## src/rtl/minx16_pkg.sv

```systemverilog
// Shared flag-frame definitions for the minx16 core: frame width, bit positions and op decode.
package minx16_pkg;

  localparam int unsigned FLAG_W = 4;

  localparam int unsigned FLAG_C = 3;
  localparam int unsigned FLAG_N = 2;
  localparam int unsigned FLAG_Z = 1;
  localparam int unsigned FLAG_V = 0;

  typedef logic [FLAG_W-1:0] frame_t;

  typedef enum logic [1:0] {
    OpNone,
    OpPush,
    OpPop,
    OpSwap
  } stack_op_e;

  function automatic frame_t pack_frame(input logic c, input logic n, input logic z,
                                        input logic v);
    frame_t f;
    f         = '0;
    f[FLAG_C] = c;
    f[FLAG_N] = n;
    f[FLAG_Z] = z;
    f[FLAG_V] = v;
    return f;
  endfunction

endpackage

```

## src/rtl/flag_stack_mem.sv

```systemverilog
// Flag-frame register file: one synchronous write port, one combinational read port, no reset.
module flag_stack_mem
  import minx16_pkg::*;
#(
  parameter int unsigned Depth = 8,
  parameter int unsigned Width = FLAG_W
) (
  input  logic                     clk_i,
  input  logic                     we_i,
  input  logic [$clog2(Depth)-1:0] waddr_i,
  input  logic [Width-1:0]         wdata_i,
  input  logic [$clog2(Depth)-1:0] raddr_i,
  output logic [Width-1:0]         rdata_o
);

  logic [Width-1:0] mem_q [Depth];

  always_ff @(posedge clk_i) begin
    if (we_i) begin
      mem_q[waddr_i] <= wdata_i;
    end
  end

  assign rdata_o = mem_q[raddr_i];

endmodule

```

## src/rtl/flag_stack.sv

```systemverilog
// Interrupt flag stack: saves {C,N,Z,V} frames on push and restores them on pop with a
// one-cycle registered restore strobe, plus sticky overflow/underflow indicators.
module flag_stack
  import minx16_pkg::*;
#(
  parameter int unsigned DEPTH = 8
) (
  input  logic                     clk,
  input  logic                     rst,
  input  logic                     push,
  input  logic                     pop,
  input  logic                     Cs,
  input  logic                     Ns,
  input  logic                     Zs,
  input  logic                     Vs,
  output logic                     Cbk,
  output logic                     Nbk,
  output logic                     Zbk,
  output logic                     Vbk,
  output logic                     flagRest,
  output logic [$clog2(DEPTH):0]   count,
  output logic                     full,
  output logic                     empty,
  output logic                     ovf_err,
  output logic                     unf_err,
  input  logic                     clr_err
);

  localparam int unsigned AW = $clog2(DEPTH);
  localparam int unsigned CW = AW + 1;

  logic [CW-1:0] count_q, count_d;
  frame_t        bk_q, bk_d;
  logic          rest_q, rest_d;
  logic          ovf_q, ovf_d;
  logic          unf_q, unf_d;

  logic          mem_we;
  logic [AW-1:0] waddr, raddr;
  frame_t        rdata, live;
  stack_op_e     op;

  assign live  = pack_frame(Cs, Ns, Zs, Vs);
  assign full  = (count_q == CW'(DEPTH));
  assign empty = (count_q == '0);
  // Top-of-stack slot; meaningless while empty, never consumed then.
  assign raddr = AW'(count_q - CW'(1));

  always_comb begin
    unique case ({push, pop})
      2'b10:   op = OpPush;
      2'b01:   op = OpPop;
      2'b11:   op = OpSwap;
      default: op = OpNone;
    endcase
  end

  always_comb begin
    count_d = count_q;
    bk_d    = bk_q;
    rest_d  = 1'b0;
    ovf_d   = ovf_q & ~clr_err;
    unf_d   = unf_q & ~clr_err;
    mem_we  = 1'b0;
    waddr   = AW'(count_q);
    unique case (op)
      OpPush: begin
        if (!full) begin
          mem_we  = 1'b1;
          count_d = count_q + CW'(1);
        end else begin
          ovf_d = 1'b1;
        end
      end
      OpPop: begin
        if (!empty) begin
          count_d = count_q - CW'(1);
          rest_d  = 1'b1;
          bk_d    = rdata;
        end else begin
          unf_d = 1'b1;
        end
      end
      OpSwap: begin
        if (!empty) begin
          // Restore the old top and replace it in place; depth is unchanged.
          mem_we = 1'b1;
          waddr  = raddr;
          rest_d = 1'b1;
          bk_d   = rdata;
        end else begin
          mem_we  = 1'b1;
          waddr   = '0;
          count_d = CW'(1);
          unf_d   = 1'b1;
        end
      end
      default: ;
    endcase
  end

  always_ff @(posedge clk) begin
    if (rst) begin
      count_q <= '0;
      bk_q    <= '0;
      rest_q  <= 1'b0;
      ovf_q   <= 1'b0;
      unf_q   <= 1'b0;
    end else begin
      count_q <= count_d;
      bk_q    <= bk_d;
      rest_q  <= rest_d;
      ovf_q   <= ovf_d;
      unf_q   <= unf_d;
    end
  end

  flag_stack_mem #(
    .Depth (DEPTH),
    .Width (FLAG_W)
  ) u_mem (
    .clk_i   (clk),
    .we_i    (mem_we & ~rst),
    .waddr_i (waddr),
    .wdata_i (live),
    .raddr_i (raddr),
    .rdata_o (rdata)
  );

  assign Cbk      = bk_q[FLAG_C];
  assign Nbk      = bk_q[FLAG_N];
  assign Zbk      = bk_q[FLAG_Z];
  assign Vbk      = bk_q[FLAG_V];
  assign flagRest = rest_q;
  assign count    = count_q;
  assign ovf_err  = ovf_q;
  assign unf_err  = unf_q;

endmodule

```

## config.mk

```make
export PLATFORM = sky130hd
export DESIGN_NAME = flag_stack
export DESIGN_NICKNAME = d
export VERILOG_FILES = /design/src/rtl/minx16_pkg.sv /design/src/rtl/flag_stack_mem.sv /design/src/rtl/flag_stack.sv
export SDC_FILE = /design/constraint.sdc
export NUM_CORES = 1
export LEC_CHECK = 0
export ABC_AREA = 1
export BUFFER_PORTS_ARGS = -buffer_cell sky130_fd_sc_hd__buf_2
export CAP_MARGIN = 40
export CORE_MARGIN = 1.5
export CORE_UTILIZATION = 52
export DETAILED_ROUTE_END_ITERATION = 8
export PLACE_DENSITY_LB_ADDON = 0.2
export SLEW_MARGIN = 30
export SYNTH_ARGS = -nofsm -noshare
export SYNTH_HDL_FRONTEND = slang
export SYNTH_SLANG_ARGS = --single-unit
```

## constraint.sdc

```tcl
create_clock -name clk -period 1.9 [get_ports clk]
set_input_delay 0.285 -clock clk [delete_from_list [all_inputs] [get_ports clk]]
set_output_delay 0.285 -clock clk [all_outputs]
set_load 0.03 [all_outputs]
```

### After elaboration in Yosys (flattened, before gate mapping)

Memory sizes are Yosys's and may differ from the RTL's. A register that Yosys moved wholly into a read port is not among the register bits.
Cells that the tools add are included.
W data, S select, Z words.

* $add $sub $neg: 2
* equality and inequality tests: 10
* multiplexer cells: 16
* bitwise operators: 7
* reductions and logical operators: 6

Operator list (count)
* $mux W4: 3
* $pmux W4 S3: 1
* $eq A2 B2 Y1 const B: 4
* $mux W1: 8
* $mux W3: 2
* $ne A2 B2 Y1 const B: 3
* $pmux W2 S3: 1
* $add A4 B1 Y4 const B: 1
* $eq A2 B1 Y1 const B: 2
* $eq A4 B4 Y1 const B: 1
* $logic_not A4 Y1: 1
* $not A1 Y1: 4
* $reduce_and A4 Y1: 1
* $reduce_or A2 Y1: 2
* $sub A4 B1 Y4 const B: 1
* $and A1 B1 Y1: 3
* $reduce_bool A3 Y1: 1
* $pmux W1 S2: 1
* $reduce_and A2 Y1: 1

* flip-flop bits (word level): 7
* memory bits (writable): 32
* bits of input ports: 9
* output and inout bits: 13
* logic and storage cells: 46
* memories kept: 1

Memories
* u_mem.mem_q: words 8, width 4, rd ports 1, clocked after memory_dff 1, write ports 1, line flag_stack_mem.sv:16 `logic [Width-1:0] mem_q [Depth];`

### Depth between registers and ports, before layout

Gate-level depths: netlist of run 1.

* depth after elaboration: 7
* depth in mapped cells: 11

### Hierarchy

Synthesis of run 1 repeated with hierarchy kept, for this count alone.

* cell total of the unflattened synthesis: 269
* area total of the unflattened synthesis: 2198.4 um^2

Modules (own cells, without submodules)
* flag_stack_mem: instances 1, cells an instance 156, area an instance 1487.7 um^2
* flag_stack: instances 1, cells an instance 113, area an instance 710.7 um^2

### Least setup slack after synthesis of run 1

No wires, ideal clock.

* path type: register to register
* start: register count_q[0] (netlist: count[0])
* end: memory u_mem.mem_q[2][0] (netlist bit), enable pin
* library setup time: 329 ps
* arrival time: 1891 ps
* path slack: -320 ps
* stages on the path, launching flop included: 9
* clock period less this slack: 2220 ps
* cell sequence: dfxtp_1 -> inv_2 -> buf_2 -> ha_1 -> xnor2_2 -> o22ai_1 -> inv_1 -> nand2_1 -> nor2_1

* cells in the longest elaborated chain, start to end: 6

RTL lines
* start: declaration: line flag_stack.sv:32 `logic [CW-1:0] count_q, count_d;`
* start signal: assignment: line flag_stack.sv:110 `count_q <= count_d;`
* $eq A4 B4 Y1: line flag_stack.sv:44 `assign full = (count_q == CW'(DEPTH));`
* $mux W1: line flag_stack.sv:68 `if (!full) begin`
* $pmux W1 S2: line flag_stack.sv:66 `unique case (op)`
* $and A1 B1 Y1: line flag_stack.sv:123 `.we_i (mem_we & ~rst),`
* $mux W1: line flag_stack_mem.sv:19 `if (we_i) begin`
* $mux W1 (implied by the code): line flag_stack_mem.sv:20 `mem_q[waddr_i] <= wdata_i;`
* end: declaration: line flag_stack_mem.sv:16

Parallel ways exist; a longest one is shown, timed or not.

### Worst setup path in the final report of run 1

* start: register count_q[1] (netlist: count[1])
* end: memory u_mem.mem_q[7][0] (netlist bit), enable pin

Same word-level chain as after synthesis.

==> qor.txt, run 1 <==
Chip height = 66.0 um
Top cell type by total area after synthesis = edfxtp_1
Final worst-path cycle share = 0.960
I/O pin cnt = 22
DRC violations left = 0
Vias in the first global route = 1,422
Initial core utilization = 0.552
Hold-fix buffers, CTS = 0
Finished Layout Cells = 315
Synth unique cells = 26
Register area share after synthesis = 0.572
Inst Count DP = 307
CP bufs+invs = 1
Setup TNS = 0 ns
RSZ-0062 raised after global routing = yes
Routed Wire Length = 4020 um
Post-Syn Nets = 251
DP Area = 2270 um^2
Fin crit period = 1.82 ns
Pwr/cell area = 1070 nW/um^2
Area of the mapped netlist = 2070 um^2
Post_cts resized = 0
Most common cell in the netlist = nand2_1
Sequential cell area = 1190 um^2
Antenna-violating nets left = 0
Run status = completed
Avg Cell Area, Syn = 8.61 um^2
Synth-to-layout area growth = 16.2%
Largest net degree at the start of global routing = 23
Fmax = 0.548 GHz
Fin nets = 277
Grt total ovfl = 0
Routed vias/inst = 4.97
Yosys reg bits = 43
Relative slew slack = 0.810
Clock sinks = 43
Fin Clk Skew = 0.0112 ns
Worst EP required = 1.89 ns
Quantity of I/O buffers inserted on ports = 21
Crit path max-delay cell type = dfxtp_2
Drt wl/cell = 12.8 um
Gr usage total = 0.207
Post-DP HPWL = 2930 um
First-pass GRT wire length = 6400 um
Top cells by area, synth = edfxtp_1 (47%), nand2_1 (13%), dfxtp_1 (11%)
Yosys top cell area share = 0.465
Worst hold margin = 0.243 ns
Commonest cells in the netlist = nand2_1 (74), inv_1 (39), edfxtp_1 (32)
EDFF count, synth = 32
Setup crit start kind = register
CTS root buffer = clkbuf_8
Num rows = 22
Worst-margin pin slew = 0.283 ns
Syn Inst Count = 240
Hold crit path type = input pin to register
Power Total = 2.57 mW
Max cap viols = 0
Yosys warning total = 0
Reg clk slew, reported paths = 0.08 ns
Skew-Pair Late Insertion Delay = 0.30 ns
Worst path max stage delay = 0.38 ns
Die Area = 4360 um^2
Vias = 1,564
1st-pass router iterations = 6
Final setup vio count = 0
LEAKAGE = 1.10 nW
CP Capture Type = register
Final number of hold-violating endpoints = 0
Asr flop ratio synth = 0
Max IR drop VDD = 683 uV
CP delay by family, top = simple AND/OR/NAND/NOR gates
Max clock buf depth = 2
Fillcell total = 322
Setup Buffers After CTS = 0
Share of layout cells above drive strength 1 = 0.213
CTS tree = done
CTS Buf Count = 5
Depth of the CTS H-tree = 2
Post-route cell area = 2400 um^2
Fin. max-slew vios = 0
Gpl congestion = 0.847
Setup CP Type = register to register
Area of the multi-input gates = 771 um^2
Antenna violations before repair = 0
Ant diodes = 0
CORE AREA = 3740 um^2
Crit-path cells = inv_1 -> ha_4 -> nand3_1 -> nand2_1 -> a21oi_4 -> nand2_2 -> nor2_2
Commonest register cell after synthesis = edfxtp_1
Maximum net fanout on the critical path = 6
Arr. time, crit path = 1.82 ns
Drt initial violations = 109
DIE WIDTH = 66.0 um
## sequential cells by signal (all words and copies together) (netlist names)
name and flops:
unf_err 1, flagRest 1, bk_q 4, u_mem.mem_q 32, count 4, ovf_err 1
## cell families after synthesis
group	after synthesis	synth area share
buffers and inverters	49	0.0939
XOR/XNOR	3	0.0200
AO/OA/AOI/OAI	14	0.0376
AND/OR/NAND/NOR	129	0.265
adder cells (fa/ha/maj)	2	0.0121
flip-flops	43	0.572
## cells in the final DEF, fill, tap and decap left out, types with 2 or more instances in the layout
master,count
clkinv_2,2
buf_2,21
nand2_4,2
clkbuf_8,5
nand2_1,72
dfxtp_1,9
nor2_1,13
inv_1,39
nand2_2,2
inv_2,2
nor2_4,5
o21ai_0,2
edfxtp_1,32
o22ai_1,2
nor2_2,4
nand3_1,29
buf_4,4
a21oi_1,6
## stage by stage
stage / setup slack, ns / util
after floorplan: 0.0186 / -
after global placement: 0.121 / 0.606
after detailed placement: 0.0384 / 0.606
after CTS: 0.0117 / 0.628
after global routing: -0.0447 / 0.641
final: 0.0762 / 0.641
## worst reg2reg max path: cells and delay by family, from the launching register on
kind                       cells  cell delay, ns
and+or+nand+nor                4            0.61
adders and majority gates      1            0.21
buffers and inverters          1            0.11
DFF                            1            0.38
AOI/OAI and AO/OA              1            0.21
## worst paths after layout
check	end	from	slack [ns]	cells past startpoint
max	u_mem.mem_q[7][0]	count[1]	0.08	7
min	ovf_err	clr_err	0.24	4
max reg2reg	u_mem.mem_q[7][0]	count[1]	0.08	7
min reg2reg	bk_q[0]	bk_q[0]	0.46	2
## layer usage
metal	track usage	vias to the layer above	routed length, um
met5	0	-	0
met4	0.117	0	93
met3	0.0426	10	296
li1	-	810	-
met2	0.306	65	1810
met1	0.283	679	1820
## power breakdown
group,total (mW),switching (mW),internal (mW)
Clock,0.557,0.301,0.256
Combinational,0.894,0.597,0.298
Sequential,1.12,0.0380,1.08
## area by class of cell
| cell class | count | area share |
|---|---|---|
| repair buffers | 25 | 0.0563 |
| clock inverters | 2 | 0.00521 |
| well taps | 48 | 0.0250 |
| flip-flops and latches | 43 | 0.494 |
| multi-input cells | 148 | 0.321 |
| inverters | 43 | 0.0678 |
| clock buffers | 6 | 0.0302 |
No activity file was read; power rests on OpenSTA's default activity.
==> run 2, diff against run 1 <==
- ABC_AREA: 1 -> default
==> qor.txt, run 2 <==
Run status = finished with violations
Violated checks = negative setup slack
Yosys reg bits = 43 (unchanged)
Commonest non-fill, non-tap cell in the layout = edfxtp_1
DP Area = 2290 um^2 (+0.83%)
Switching power = 0.871 mW (-6.9%)
Area of the multi-input gates = 851 um^2 (+10%)
CTS Buf Count = 5 (unchanged)
Fin crit period = 2.01 ns (+0.182 ns)
DIE WIDTH = 65.5 um (-0.82%)
Hold Startpoint = Vs
Chip height = 65.5 um (-0.82%)
Synth-to-layout area growth = 23.8%
Antenna violations before repair = 0 (unchanged)
Gpl congestion = 0.835 (-1.5%)
GR peak layer = met2
Register area share after synthesis = 0.582 (+0.00986)
Max cap viols = 0 (unchanged)
Sequential Power Share = 0.408 (-0.027)
Worst R2R Start = count[1]
LEAKAGE = 0.989 nW (-10%)
Worst hold margin = 0.279 ns (+0.0354 ns)
Logic pwr share = 0.337 (-0.011)
Max IR drop VDD = 703 uV (+2.8%)
Hold crit path type = input pin to register
Die Area = 4290 um^2 (-1.6%)
Grt total ovfl = 0 (unchanged)
Commonest register cell after synthesis = edfxtp_1
DRC violations left = 0 (unchanged)
Switching share of power = 0.316 (-0.0483)
Post-DP HPWL = 2980 um (+1.8%)
CORE AREA = 3720 um^2 (-0.74%)
Pwr/cell area = 1100 nW/um^2 (+2.4%)
Final number of hold-violating endpoints = 0 (unchanged)
Post-Syn Nets = 163 (-35%)
Met1 GRT Util = 0.265 (-0.0181)
Worst-margin pin slew = 0.465 ns (+0.182 ns)
Internal Pwr Total = 1.89 mW (+16%)
Fillcell total = 257 (-20%)
Setup TNS = -1.10 ns (-1.10 ns)
Vias in the first global route = 1,345 (-5.4%)
Routed vias/inst = 5.72 (+15%)
Asr flop ratio synth = 0 (unchanged)
Arr. time, crit path = 2.02 ns (+0.20 ns)
CTS tree = done
Largest net degree at the start of global routing = 17 (-26%)
1st-pass router iterations = 4 (-2)
Synth unique cells = 44 (+69%)
Power Total = 2.76 mW (+7.4%)
Fmax = 0.498 GHz (-9.1%)
Setup crit start kind = register
Clock sinks = 43 (unchanged)
Most flops, register = u_mem.mem_q
Depth of the CTS H-tree = 2 (unchanged)
Fin nets = 203 (-27%)
Setup CP Type = register to register
Worst Hold Depth = 1 (-3)
Drt initial violations = 74 (-32%)
Relative slew slack = 0.690 (-0.121)
CTS root buffer = clkbuf_8
Post-route cell area = 2510 um^2 (+4.8%)
Max reg flops = 32 (unchanged)
EDFF count, synth = 32 (unchanged)
Worst Hold End = u_mem.mem_q[7][0]
Drt wl/cell = 17.5 um (+37%)
CP Capture Type = register
Quantity of I/O buffers inserted on ports = 21 (unchanged)
Initial core utilization = 0.546 (-0.00534)
Top cell type by total area after synthesis = edfxtp_1
Fin Clk Skew = 0.00779 ns (-0.00337 ns)
Clk pwr share = 0.255 (+0.038)
Final worst-path cycle share = 1.06 (+0.0959)
Antenna-violating nets left = 0 (unchanged)
Hold-fix buffers, CTS = 0 (unchanged)
Num rows = 22 (unchanged)
Maximum net fanout on the critical path = 6 (unchanged)
RSZ-0062 raised after global routing = yes
I/O pin cnt = 22 (unchanged)
Reg clk slew, reported paths = 0.08 ns (about the same)
Worst EP required = 1.92 ns (+0.03 ns)
Top cells by area, synth = edfxtp_1 (47%), dfxtp_1 (11%), mux4_1 (9.1%)
Finished Layout Cells = 241 (-23%)
Inst Count DP = 224 (-27%)
Yosys top cell area share = 0.473 (+0.00803)
Syn Inst Count = 152 (-37%)
R2R cell count = 8 (+1)
Share of layout cells above drive strength 1 = 0.389 (+0.175)
Sequential cell area = 1190 um^2 (unchanged)
Yosys warning total = 0 (unchanged)
Leading cell types in the layout, fill and taps excluded = edfxtp_1 (32), buf_2 (20), buf_4 (20)
Final setup vio count = 16 (+16)
Global Route met3 Usage = 0.0565 (+0.0139)
First-pass GRT wire length = 6490 um (+1.3%)
Ant diodes = 0 (unchanged)
Skew-Pair Late Insertion Delay = 0.30 ns (about the same)
Commonest cells in the netlist = edfxtp_1 (32), dfxtp_1 (11), nor2_1 (11)
R2R Setup Slk = -0.11 ns (-0.18 ns)
GRT met2 Usage = 0.358 (+0.0529)
R2r endpoint = u_mem.mem_q[1][0]
Area of the mapped netlist = 2030 um^2 (-1.7%)
Routed Wire Length = 4210 um (+4.6%)
Max clock buf depth = 2 (unchanged)
Fin. max-slew vios = 0 (unchanged)
Avg Cell Area, Syn = 13.4 um^2 (+55%)
Final setup margin = -0.106 ns (-0.182 ns)
Gr usage total = 0.213 (+0.00638)
Most common cell in the netlist = edfxtp_1
Vias = 1,379 (-12%)
## run 2: layout make-up
class / count / area share
clock buffer: 5 / 0.0274
clock inverter: 3 / 0.0174
inverter: 8 / 0.0129
multi-input combinational: 92 / 0.338
sequential: 43 / 0.472
tap: 48 / 0.0239
timing repair buffer: 42 / 0.108
## run 2: power groups by stage
stage / Combinational (mW) / Clock, mW / Sequential, mW
2_1_floorplan: 0.519 / 0 / 1.23
3_3_place_gp: 0.816 / 0 / 1.14
3_5_place_dp: 0.837 / 0 / 1.15
4_1_cts: 0.876 / 0.713 / 1.12
5_1_grt: 0.988 / 0.749 / 1.13
6_report: 0.929 / 0.703 / 1.12
## run 2: layer usage
layer,part of all wire,vias up
met2,0.49,45
met3,0.048,5
li1,-,664
met1,0.45,665
met4,0.014,0
met5,0,-
## run 2: timing repair
action / in CTS / in global routing
gates resized for setup: 4 / 10
endpoints found under the setup margin: 24 / 30
pin swaps: 4 / 6
setup buffers: 6 / 3
cloned: 0 / 0
## run 2: cell families (layout without fill, tap and decap cells)
group	after synthesis	count (layout)	synth area share
xor gates and xnor gates	1	1	0.00431
AOI/OAI and AO/OA	28	28	0.102
adders and majority gates	2	2	0.0123
buffers and inverters	17	58	0.0462
muxes	10	10	0.112
DFF	43	43	0.582
and+or+nand+nor	51	51	0.142
## run 2: worst max path at each step
stage,start,endpoint,slack (ns),cells past startpoint
after floorplan,count[0],u_mem.mem_q[0][0],-0.24,9
after global placement,count[1],u_mem.mem_q[1][3],0.002,6
after detailed placement,count[1],u_mem.mem_q[4][0],-0.09,6
after CTS,count[0],u_mem.mem_q[4][2],-0.07,7
after global routing,count[1],u_mem.mem_q[1][0],-0.17,8
final,count[1],u_mem.mem_q[1][0],-0.11,8
## run 2: metrics by stage
stage / setup slack, ns / util
2_1_floorplan: -0.244 / -
3_3_place_gp: 0.00206 / 0.615
6_report: -0.106 / 0.677
5_1_grt: -0.172 / 0.677
3_5_place_dp: -0.0860 / 0.615
4_1_cts: -0.0735 / 0.660
## run 2: worst max-delay path, stage by stage, from the launching register on
cell      delay, ns
dfxtp_2        0.33
inv_2          0.07
ha_4           0.16
or3b_4         0.40
nand3_4        0.10
o211ai_1       0.19
buf_4          0.22
nor3_4         0.12
buf_6          0.13
